File: src/rtl/radio_link_if.sv
// radio_link_if: parallel-side and pin-side signals of the radio link.
//   enable/send/tx_data/receive/Rx : into the link
//   busy/Tx/rx_data/rx_valid/rx_err_frame/rx_err_parity : out of the link
// slave is the link's view. master is the surrounding node: the controller
// plus the PHY pin that drives Rx.
interface radio_link_if #(
  parameter int DATA_W = 8
);
  logic              enable;
  logic              send;
  logic [DATA_W-1:0] tx_data;
  logic              busy;
  logic              Tx;
  logic              receive;
  logic              Rx;
  logic [DATA_W-1:0] rx_data;
  logic              rx_valid;
  logic              rx_err_frame;
  logic              rx_err_parity;

  modport master (
    output enable, send, tx_data, receive, Rx,
    input  busy, Tx, rx_data, rx_valid, rx_err_frame, rx_err_parity
  );

  modport slave (
    input  enable, send, tx_data, receive, Rx,
    output busy, Tx, rx_data, rx_valid, rx_err_frame, rx_err_parity
  );
endinterface

File: src/rtl/radio_link.sv
// radio_link: framed serial transceiver (start, DATA_W bits LSB first,
// optional parity, one stop bit; CLKS_PER_BIT clocks per bit).
//   clk, rst : rising-edge clock, synchronous active-high reset
//   bus      : radio_link_if.slave
//              TX side  enable, send, tx_data -> busy, Tx
//              RX side  receive, Rx -> rx_data, rx_valid, rx_err_frame, rx_err_parity
// TX and RX are independent FSMs (full duplex); all outputs are registered.
module radio_link #(
  parameter int DATA_W       = 8,
  parameter int CLKS_PER_BIT = 4,
  parameter int PARITY_EN    = 1,
  parameter int PARITY_ODD   = 0
) (
  input  logic          clk,
  input  logic          rst,
  radio_link_if.slave   bus
);
  localparam int CW = $clog2(CLKS_PER_BIT + 1);
  localparam int BW = $clog2(DATA_W + 1);
  localparam logic [CW-1:0] CNT_LAST = CW'(CLKS_PER_BIT - 1);
  localparam logic [CW-1:0] CNT_HALF = CW'(CLKS_PER_BIT / 2);
  localparam logic [BW-1:0] BIT_LAST = BW'(DATA_W - 1);

  typedef enum logic [2:0] {S_IDLE, S_START, S_DATA, S_PARITY, S_STOP} state_e;

  // ---------------- transmitter ----------------
  state_e            tx_st_q;
  logic [CW-1:0]     tx_cnt_q;
  logic [BW-1:0]     tx_idx_q;
  logic [DATA_W-1:0] tx_sh_q;
  logic              tx_par_q, tx_q, busy_q;
  logic              tx_par_d;

  assign tx_par_d = (^bus.tx_data) ^ (PARITY_ODD != 0);

  // Each state lasts one bit period; the line value for the next bit is
  // loaded at the period's last clock so Tx changes only on bit boundaries.
  always_ff @(posedge clk) begin
    if (rst) begin
      tx_st_q  <= S_IDLE;
      tx_cnt_q <= '0;
      tx_idx_q <= '0;
      tx_sh_q  <= '0;
      tx_par_q <= 1'b0;
      tx_q     <= 1'b1;
      busy_q   <= 1'b0;
    end else if (!bus.enable) begin
      tx_st_q  <= S_IDLE;
      tx_cnt_q <= '0;
      tx_idx_q <= '0;
      tx_q     <= 1'b1;
      busy_q   <= 1'b0;
    end else if (tx_st_q == S_IDLE) begin
      if (bus.send) begin
        tx_st_q  <= S_START;
        tx_sh_q  <= bus.tx_data;
        tx_par_q <= tx_par_d;
        tx_cnt_q <= '0;
        tx_q     <= 1'b0;
        busy_q   <= 1'b1;
      end
    end else if (tx_cnt_q != CNT_LAST) begin
      tx_cnt_q <= tx_cnt_q + 1'b1;
    end else begin
      tx_cnt_q <= '0;
      case (tx_st_q)
        S_START: begin
          tx_st_q  <= S_DATA;
          tx_idx_q <= '0;
          tx_q     <= tx_sh_q[0];
          tx_sh_q  <= tx_sh_q >> 1;
        end
        S_DATA: begin
          if (tx_idx_q == BIT_LAST) begin
            if (PARITY_EN != 0) begin
              tx_st_q <= S_PARITY;
              tx_q    <= tx_par_q;
            end else begin
              tx_st_q <= S_STOP;
              tx_q    <= 1'b1;
            end
          end else begin
            tx_idx_q <= tx_idx_q + 1'b1;
            tx_q     <= tx_sh_q[0];
            tx_sh_q  <= tx_sh_q >> 1;
          end
        end
        S_PARITY: begin
          tx_st_q <= S_STOP;
          tx_q    <= 1'b1;
        end
        default: begin
          tx_st_q <= S_IDLE;
          tx_q    <= 1'b1;
          busy_q  <= 1'b0;
        end
      endcase
    end
  end

  // ---------------- receiver ----------------
  logic              rx_s1_q, rx_s2_q;
  state_e            rx_st_q;
  logic [CW-1:0]     rx_cnt_q;
  logic [BW-1:0]     rx_idx_q;
  logic [DATA_W-1:0] rx_sh_q, rx_sh_d, rx_data_q;
  logic              rx_par_q, rx_valid_q, rx_ferr_q, rx_perr_q;

  // Shift the new bit in at the top so the first received bit ends at bit 0.
  assign rx_sh_d = DATA_W'({rx_s2_q, rx_sh_q} >> 1);

  always_ff @(posedge clk) begin
    if (rst) begin
      rx_s1_q <= 1'b1;
      rx_s2_q <= 1'b1;
    end else begin
      rx_s1_q <= bus.Rx;
      rx_s2_q <= rx_s1_q;
    end
  end

  always_ff @(posedge clk) begin
    if (rst) begin
      rx_st_q    <= S_IDLE;
      rx_cnt_q   <= '0;
      rx_idx_q   <= '0;
      rx_sh_q    <= '0;
      rx_par_q   <= 1'b0;
      rx_data_q  <= '0;
      rx_valid_q <= 1'b0;
      rx_ferr_q  <= 1'b0;
      rx_perr_q  <= 1'b0;
    end else begin
      rx_valid_q <= 1'b0;
      if (!bus.enable || !bus.receive) begin
        rx_st_q  <= S_IDLE;
        rx_cnt_q <= '0;
        rx_idx_q <= '0;
      end else begin
        case (rx_st_q)
          S_IDLE: begin
            // The low level was already present for one clock when it is
            // seen here, so the mid-bit count starts at 1.
            if (!rx_s2_q) begin
              rx_st_q  <= S_START;
              rx_cnt_q <= CW'(1);
            end
          end
          S_START: begin
            if (rx_cnt_q == CNT_HALF) begin
              rx_cnt_q <= '0;
              rx_idx_q <= '0;
              rx_st_q  <= rx_s2_q ? S_IDLE : S_DATA;
            end else begin
              rx_cnt_q <= rx_cnt_q + 1'b1;
            end
          end
          default: begin
            if (rx_cnt_q != CNT_LAST) begin
              rx_cnt_q <= rx_cnt_q + 1'b1;
            end else begin
              rx_cnt_q <= '0;
              case (rx_st_q)
                S_DATA: begin
                  rx_sh_q <= rx_sh_d;
                  if (rx_idx_q == BIT_LAST)
                    rx_st_q <= (PARITY_EN != 0) ? S_PARITY : S_STOP;
                  else
                    rx_idx_q <= rx_idx_q + 1'b1;
                end
                S_PARITY: begin
                  rx_par_q <= rx_s2_q;
                  rx_st_q  <= S_STOP;
                end
                default: begin
                  rx_st_q    <= S_IDLE;
                  rx_data_q  <= rx_sh_q;
                  rx_valid_q <= 1'b1;
                  rx_ferr_q  <= !rx_s2_q;
                  rx_perr_q  <= (PARITY_EN != 0) &&
                                (rx_par_q != ((^rx_sh_q) ^ (PARITY_ODD != 0)));
                end
              endcase
            end
          end
        endcase
      end
    end
  end

  assign bus.busy          = busy_q;
  assign bus.Tx            = tx_q;
  assign bus.rx_data       = rx_data_q;
  assign bus.rx_valid      = rx_valid_q;
  assign bus.rx_err_frame  = rx_ferr_q;
  assign bus.rx_err_parity = rx_perr_q;
endmodule

File: src/flat_wrapper.sv
// flat-port wrapper written by rule: the top's interface ports become plain ports
module radio_link_flat 
#(
  parameter int DATA_W       = 8,
  parameter int CLKS_PER_BIT = 4,
  parameter int PARITY_EN    = 1,
  parameter int PARITY_ODD   = 0
)
  (clk, rst, bus_enable, bus_send, bus_tx_data, bus_receive, bus_Rx, bus_busy, bus_Tx, bus_rx_data, bus_rx_valid, bus_rx_err_frame, bus_rx_err_parity);
  radio_link_if #(.DATA_W(DATA_W)) bus_i ();
  input  logic clk;
  input  logic rst;
  input wire logic [$bits(bus_i.enable)-1:0] bus_enable;
  input wire logic [$bits(bus_i.send)-1:0] bus_send;
  input wire logic [$bits(bus_i.tx_data)-1:0] bus_tx_data;
  input wire logic [$bits(bus_i.receive)-1:0] bus_receive;
  input wire logic [$bits(bus_i.Rx)-1:0] bus_Rx;
  output wire logic [$bits(bus_i.busy)-1:0] bus_busy;
  output wire logic [$bits(bus_i.Tx)-1:0] bus_Tx;
  output wire logic [$bits(bus_i.rx_data)-1:0] bus_rx_data;
  output wire logic [$bits(bus_i.rx_valid)-1:0] bus_rx_valid;
  output wire logic [$bits(bus_i.rx_err_frame)-1:0] bus_rx_err_frame;
  output wire logic [$bits(bus_i.rx_err_parity)-1:0] bus_rx_err_parity;
  assign bus_i.enable = bus_enable;
  assign bus_i.send = bus_send;
  assign bus_i.tx_data = bus_tx_data;
  assign bus_i.receive = bus_receive;
  assign bus_i.Rx = bus_Rx;
  assign bus_busy = bus_i.busy;
  assign bus_Tx = bus_i.Tx;
  assign bus_rx_data = bus_i.rx_data;
  assign bus_rx_valid = bus_i.rx_valid;
  assign bus_rx_err_frame = bus_i.rx_err_frame;
  assign bus_rx_err_parity = bus_i.rx_err_parity;
  radio_link #(.DATA_W(DATA_W), .CLKS_PER_BIT(CLKS_PER_BIT), .PARITY_EN(PARITY_EN), .PARITY_ODD(PARITY_ODD)) u_core (.clk(clk), .rst(rst), .bus(bus_i));
endmodule
File: config.mk
export PLATFORM = sky130hd
export DESIGN_NAME = radio_link_flat
export DESIGN_NICKNAME = d
export VERILOG_FILES = /design/src/rtl/radio_link_if.sv /design/src/rtl/radio_link.sv /design/src/flat_wrapper.sv
export SDC_FILE = /design/constraint.sdc
export NUM_CORES = 1
export LEC_CHECK = 0
export CAP_MARGIN = 0
export CORE_ASPECT_RATIO = 1.1
export CORE_UTILIZATION = 56
export DETAILED_ROUTE_END_ITERATION = 10
export PLACE_DENSITY_LB_ADDON = 0.08
export SLEW_MARGIN = 30
export SYNTH_ARGS = -nofsm -noshare
export SYNTH_HDL_FRONTEND = slang
export SYNTH_SLANG_ARGS = --single-unit
File: constraint.sdc
create_clock -name clk -period 1.86 [get_ports clk]
set_input_delay 0.279 -clock clk [delete_from_list [all_inputs] [get_ports clk]]
set_output_delay 0.279 -clock clk [all_outputs]
set_load 0.02 [all_outputs]
==> impl.org <==
** Status
- The run finished with clean final reports.

** Hold path
- Class of the most critical hold timing path :: reg -> reg

** Timing
- After layout, the minimum clock period comes to 1.705 ns.
- Of the available clock period, the critical path in the final layout requires 91.68%.
- The final count of hold timing violations was 0.
- Setup violations remaining at the end of the flow were counted as 0.
- For the final routed database, the setup TNS stands at 0 ns.
- Clock skew on the completed layout was measured at 0.007712 ns.
- Maximum clock rate :: 0.5864 GHz
- The worst pin sits at a relative slew slack of 67.31%.
- For the pin with the worst max-slew slack, the measured transition is 0.4904 ns.
- Unrepaired setup endpoints after global routing :: no
- The count of pins over their slew limit was 0.

** Global routing
- Congestion Overflow GR :: 0
- The via count of the first global-routing pass came to 1,959.
- Entering global routing, the biggest net connects 27 pins.
- For this run, the total global-route usage over all layers was measured as 22.76%.
- The number of antenna violations at the first check in global routing is 0.
- The first global-routing pass estimated 8.590 mm of wire.

** Detailed routing
- The count of nets left with antenna violations once routing finished came out at 0.
- Routed wire length :: 4.945 mm
- Overall via count from detail_route :: 2,115
- For this run, design rule violations remaining after detail routing come to 0.
- Post-DR vias/cell :: 5.625
- Initial DRC Count :: 112
- The pre-antenna-repair detailed-routing pass consisted of 4 iterations.
- Routed length per placed instance :: 13.15 µm

** Cells and area
- After the last flow step, the layout net total stands at 342.
- Growth of design area from synthesis to finish :: 18.60%
- Antenna fix cells :: 0
- The layout has 350 filler cells.
- Final instance count without filler cells :: 376
- Share of post-route cells with drive strength above 1 :: 11.49%

** Power
- Dividing total power by cell area gives a power density of 736.1 nW/µm².
- Leakage power :: 1.109 nW
- The worst-case IR drop observed on VDD is 601.9 µV.
- Total power :: 2.273 mW

** Logic synthesis
- Seq/Total Area, Yosys :: 40.75%
- Yosys cell types :: 49
- Cell type with the largest total area after synthesis :: sky130_fd_sc_hd__dfxtp_1
- Summing every instance area after synthesis gives 2604 µm².
- Combinational family with the most area after synthesis :: simple AND/OR/NAND/NOR gates
- Fraction of the mapped netlist area in simple logic gates :: 22.49%
- Share of synthesized cell area in full adder, half adder and majority cells :: 3.364%
- In this run, synthesis produced a sequential element count of 53.
- Counting every net in the synthesized netlist gives 310.
- Of the total synthesized cell area, the portion taken by XOR and XNOR cells is 6.247%.
- The share of synthesized area in the top cell type comes to 40.75%.
- For this run, asynchronously set or reset flops after synthesis account for 0%.
- A synthesized cell averages 9.010 µm².
- Mux share of post-synthesis cell area :: 6.968%
- Area contributors post-synth :: sky130_fd_sc_hd__dfxtp_1 (41%), sky130_fd_sc_hd__mux2i_1 (6.5%), sky130_fd_sc_hd__a21oi_1 (5.8%), sky130_fd_sc_hd__nand2_1 (4.3%), sky130_fd_sc_hd__nor2_1 (3.9%)
- Yosys synthesis warning count :: 0
- Most used flip-flop cell after synthesis :: sky130_fd_sc_hd__dfxtp_1
- After technology mapping, the gate count stands at 289.
- Summing the areas of all compound-gate instances in the mapped netlist gives 15.57% of the synthesized area.
- Counting flops with a built-in enable in the synthesized netlist gives 0.

** Floorplanning
- Starting Density :: 59.46%
- Area of the placeable core :: 4379 µm²
- # rows :: 25
- The die is 73.52 µm tall.
- The die covers 4927 µm².
- For this design the top-level I/O count stands at 27.
- Overall die width :: 67.02 µm

** Clock network
- Clock insertion delay at the later pin of the skew report :: 0.31 ns
- Post-CTS Hold Buffers :: 0
- The H-tree generated during clock tree synthesis spans 2 levels.
- The root buffer cell chosen for the clock tree is sky130_fd_sc_hd__clkbuf_8.
- CTS saw 53 sinks.
- CTS clock-pin slew for the worst setup and hold paths :: 0.09 ns
- Clock tree from TritonCTS :: yes
- Post-CTS setup buffers :: 0
- Clock tree buffer depth :: 2
- Buffers inserted during clock tree synthesis total 5.

** Setup path
- STA classifies the critical path startpoint as a flip-flop.
- Endpoint kind of the worst setup timing path :: flip-flop
- Critical setup path kind :: reg -> reg
- Endpoint arrival time on the critical path :: 1.95 ns
- Critical path required time :: 2.11 ns
- Of all nets on the critical path, the largest fanout is 8.

** Job
- The tool flagged a number of max-cap violations equal to 0.

** Placement
- Placed cell count :: 368
- After legalization and detailed placement, the total HPWL measured 3.426 mm.
- I/O Buffers :: 26
- Global placement routability congestion :: 0.8678
==> cell type report <==
| type | count | area (µm²) | share of cell area, % |
|---|---|---|---|
| multi-input cells | 215 | 1425 | 46.15 |
| clock buffers | 5 | 68.82 | 2.229 |
| well taps | 54 | 67.56 | 2.188 |
| clock inverters | 3 | 65.06 | 2.107 |
| inverters | 6 | 22.52 | 0.7293 |
| flip-flops and latches | 53 | 1061 | 34.36 |
| repair buffers | 40 | 377.9 | 12.24 |
==> power breakdown <==
group | internal [mW] | switching, mW | leakage [nW]
logic | 0.0983 | 0.0933 | 0.611
registers | 1.15 | 0.0116 | 0.429
clock network | 0.535 | 0.381 | 0.0681
==> worst paths after layout <==
| kind | start | endpoint | slack, ns | cells after the start |
|---|---|---|---|---|
| worst min register to register | u_core.rx_s1_q | u_core.rx_s2_q | 0.41 | 1 |
| worst min-delay path | u_core.rx_s1_q | u_core.rx_s2_q | 0.41 | 1 |
| worst max-delay path | u_core.tx_cnt_q[0] | u_core.tx_idx_q[3] | 0.15 | 5 |
| worst max register to register | u_core.tx_cnt_q[0] | u_core.tx_idx_q[3] | 0.15 | 5 |
==> layout by cell type (no fill, tap or decap), drive strengths merged, types with 4 or more instances in the layout <==
cell	synthesis	layout
mux2i	17	17
clkbuf	4	5
xnor2	11	11
dfxtp	53	53
a21oi	30	30
nand3b	7	7
or2	4	4
nor3b	4	4
nand2	30	30
inv	6	6
nand3	7	7
clkdlybuf4s50	0	26
buf	10	14
o21ai	5	5
nand4	5	5
a311oi	7	7
nor2b	4	4
ha	7	7
nor2	28	28
nand2b	6	6
or4	4	4
xor2	5	5
==> synthesized netlist by cell type, drive strengths merged (2+ instances only) <==
cell type,instances
nor3,3
mux2i,17
or2,4
nand2b,6
nor3b,4
o31ai,3
a21oi,30
a211oi,3
nor2,28
xnor2,11
and3,2
clkbuf,4
or3,2
o21ai,5
dfxtp,53
a311oi,7
nand4,5
o21ba,2
nor2b,4
xor2,5
buf,10
nand3b,7
ha,7
a22oi,2
a31oi,3
inv,6
or4,4
nand3,7
nand2,30
==> worst max-delay path: stages (launching register included) <==
cell,delay (ns)
sky130_fd_sc_hd__dfxtp_1,0.37
sky130_fd_sc_hd__ha_1,0.21
sky130_fd_sc_hd__nor2b_1,0.20
sky130_fd_sc_hd__nand2_1,0.18
sky130_fd_sc_hd__or4_1,0.53
sky130_fd_sc_hd__a21oi_1,0.14
==> flip-flops by register name, indices dropped and copies added (netlist names), 3 cells and up <==
register,count
u_core.tx_sh_q,8
u_core.tx_cnt_q,3
u_core.rx_sh_q,8
u_core.tx_idx_q,4
u_core.rx_st_q,3
u_core.rx_idx_q,4
u_core.rx_cnt_q,3
u_core.bus.rx_data,8
u_core.tx_st_q,3
==> per-layer routing <==
metal,vias up,wire [µm],global-route usage (%)
li1,1089,-,-
met1,984,2475,30.06
met2,36,2256,36.56
met4,0,65,9.693
met5,-,0,0
met3,6,147,3.416
==> metrics by stage <==
| stage | utilization (%) | worst slack, ns | instance area (µm²) | hold WS, ns |
|---|---|---|---|---|
| floorplan | - | 0.2258 | 2604 | 0.3669 |
| global placement | 67.40 | 0.1311 | 2952 | 0.3938 |
| detailed placement | 67.40 | 0.1266 | 2952 | 0.3960 |
| CTS | 70.46 | 0.1016 | 3085 | 0.4132 |
| global route | 70.51 | 0.005458 | 3088 | 0.4233 |
| finish | 70.51 | 0.1547 | 3088 | 0.4093 |
==> cells by family after synthesis <==
family | after synthesis
compound gates | 62
xor+xnor | 17
fa+ha+maj | 7
buf+inv | 21
flops | 53
mux | 18
simple gates | 111
==> what timing repair did <==
| action | CTS | global route |
|---|---|---|
| resized for setup | 0 | 1 |
| endpoints found under the setup margin | 0 | 4 |
| endpoints found under the hold margin | 0 | 0 |
No activity file was read; power rests on OpenSTA's default activity.
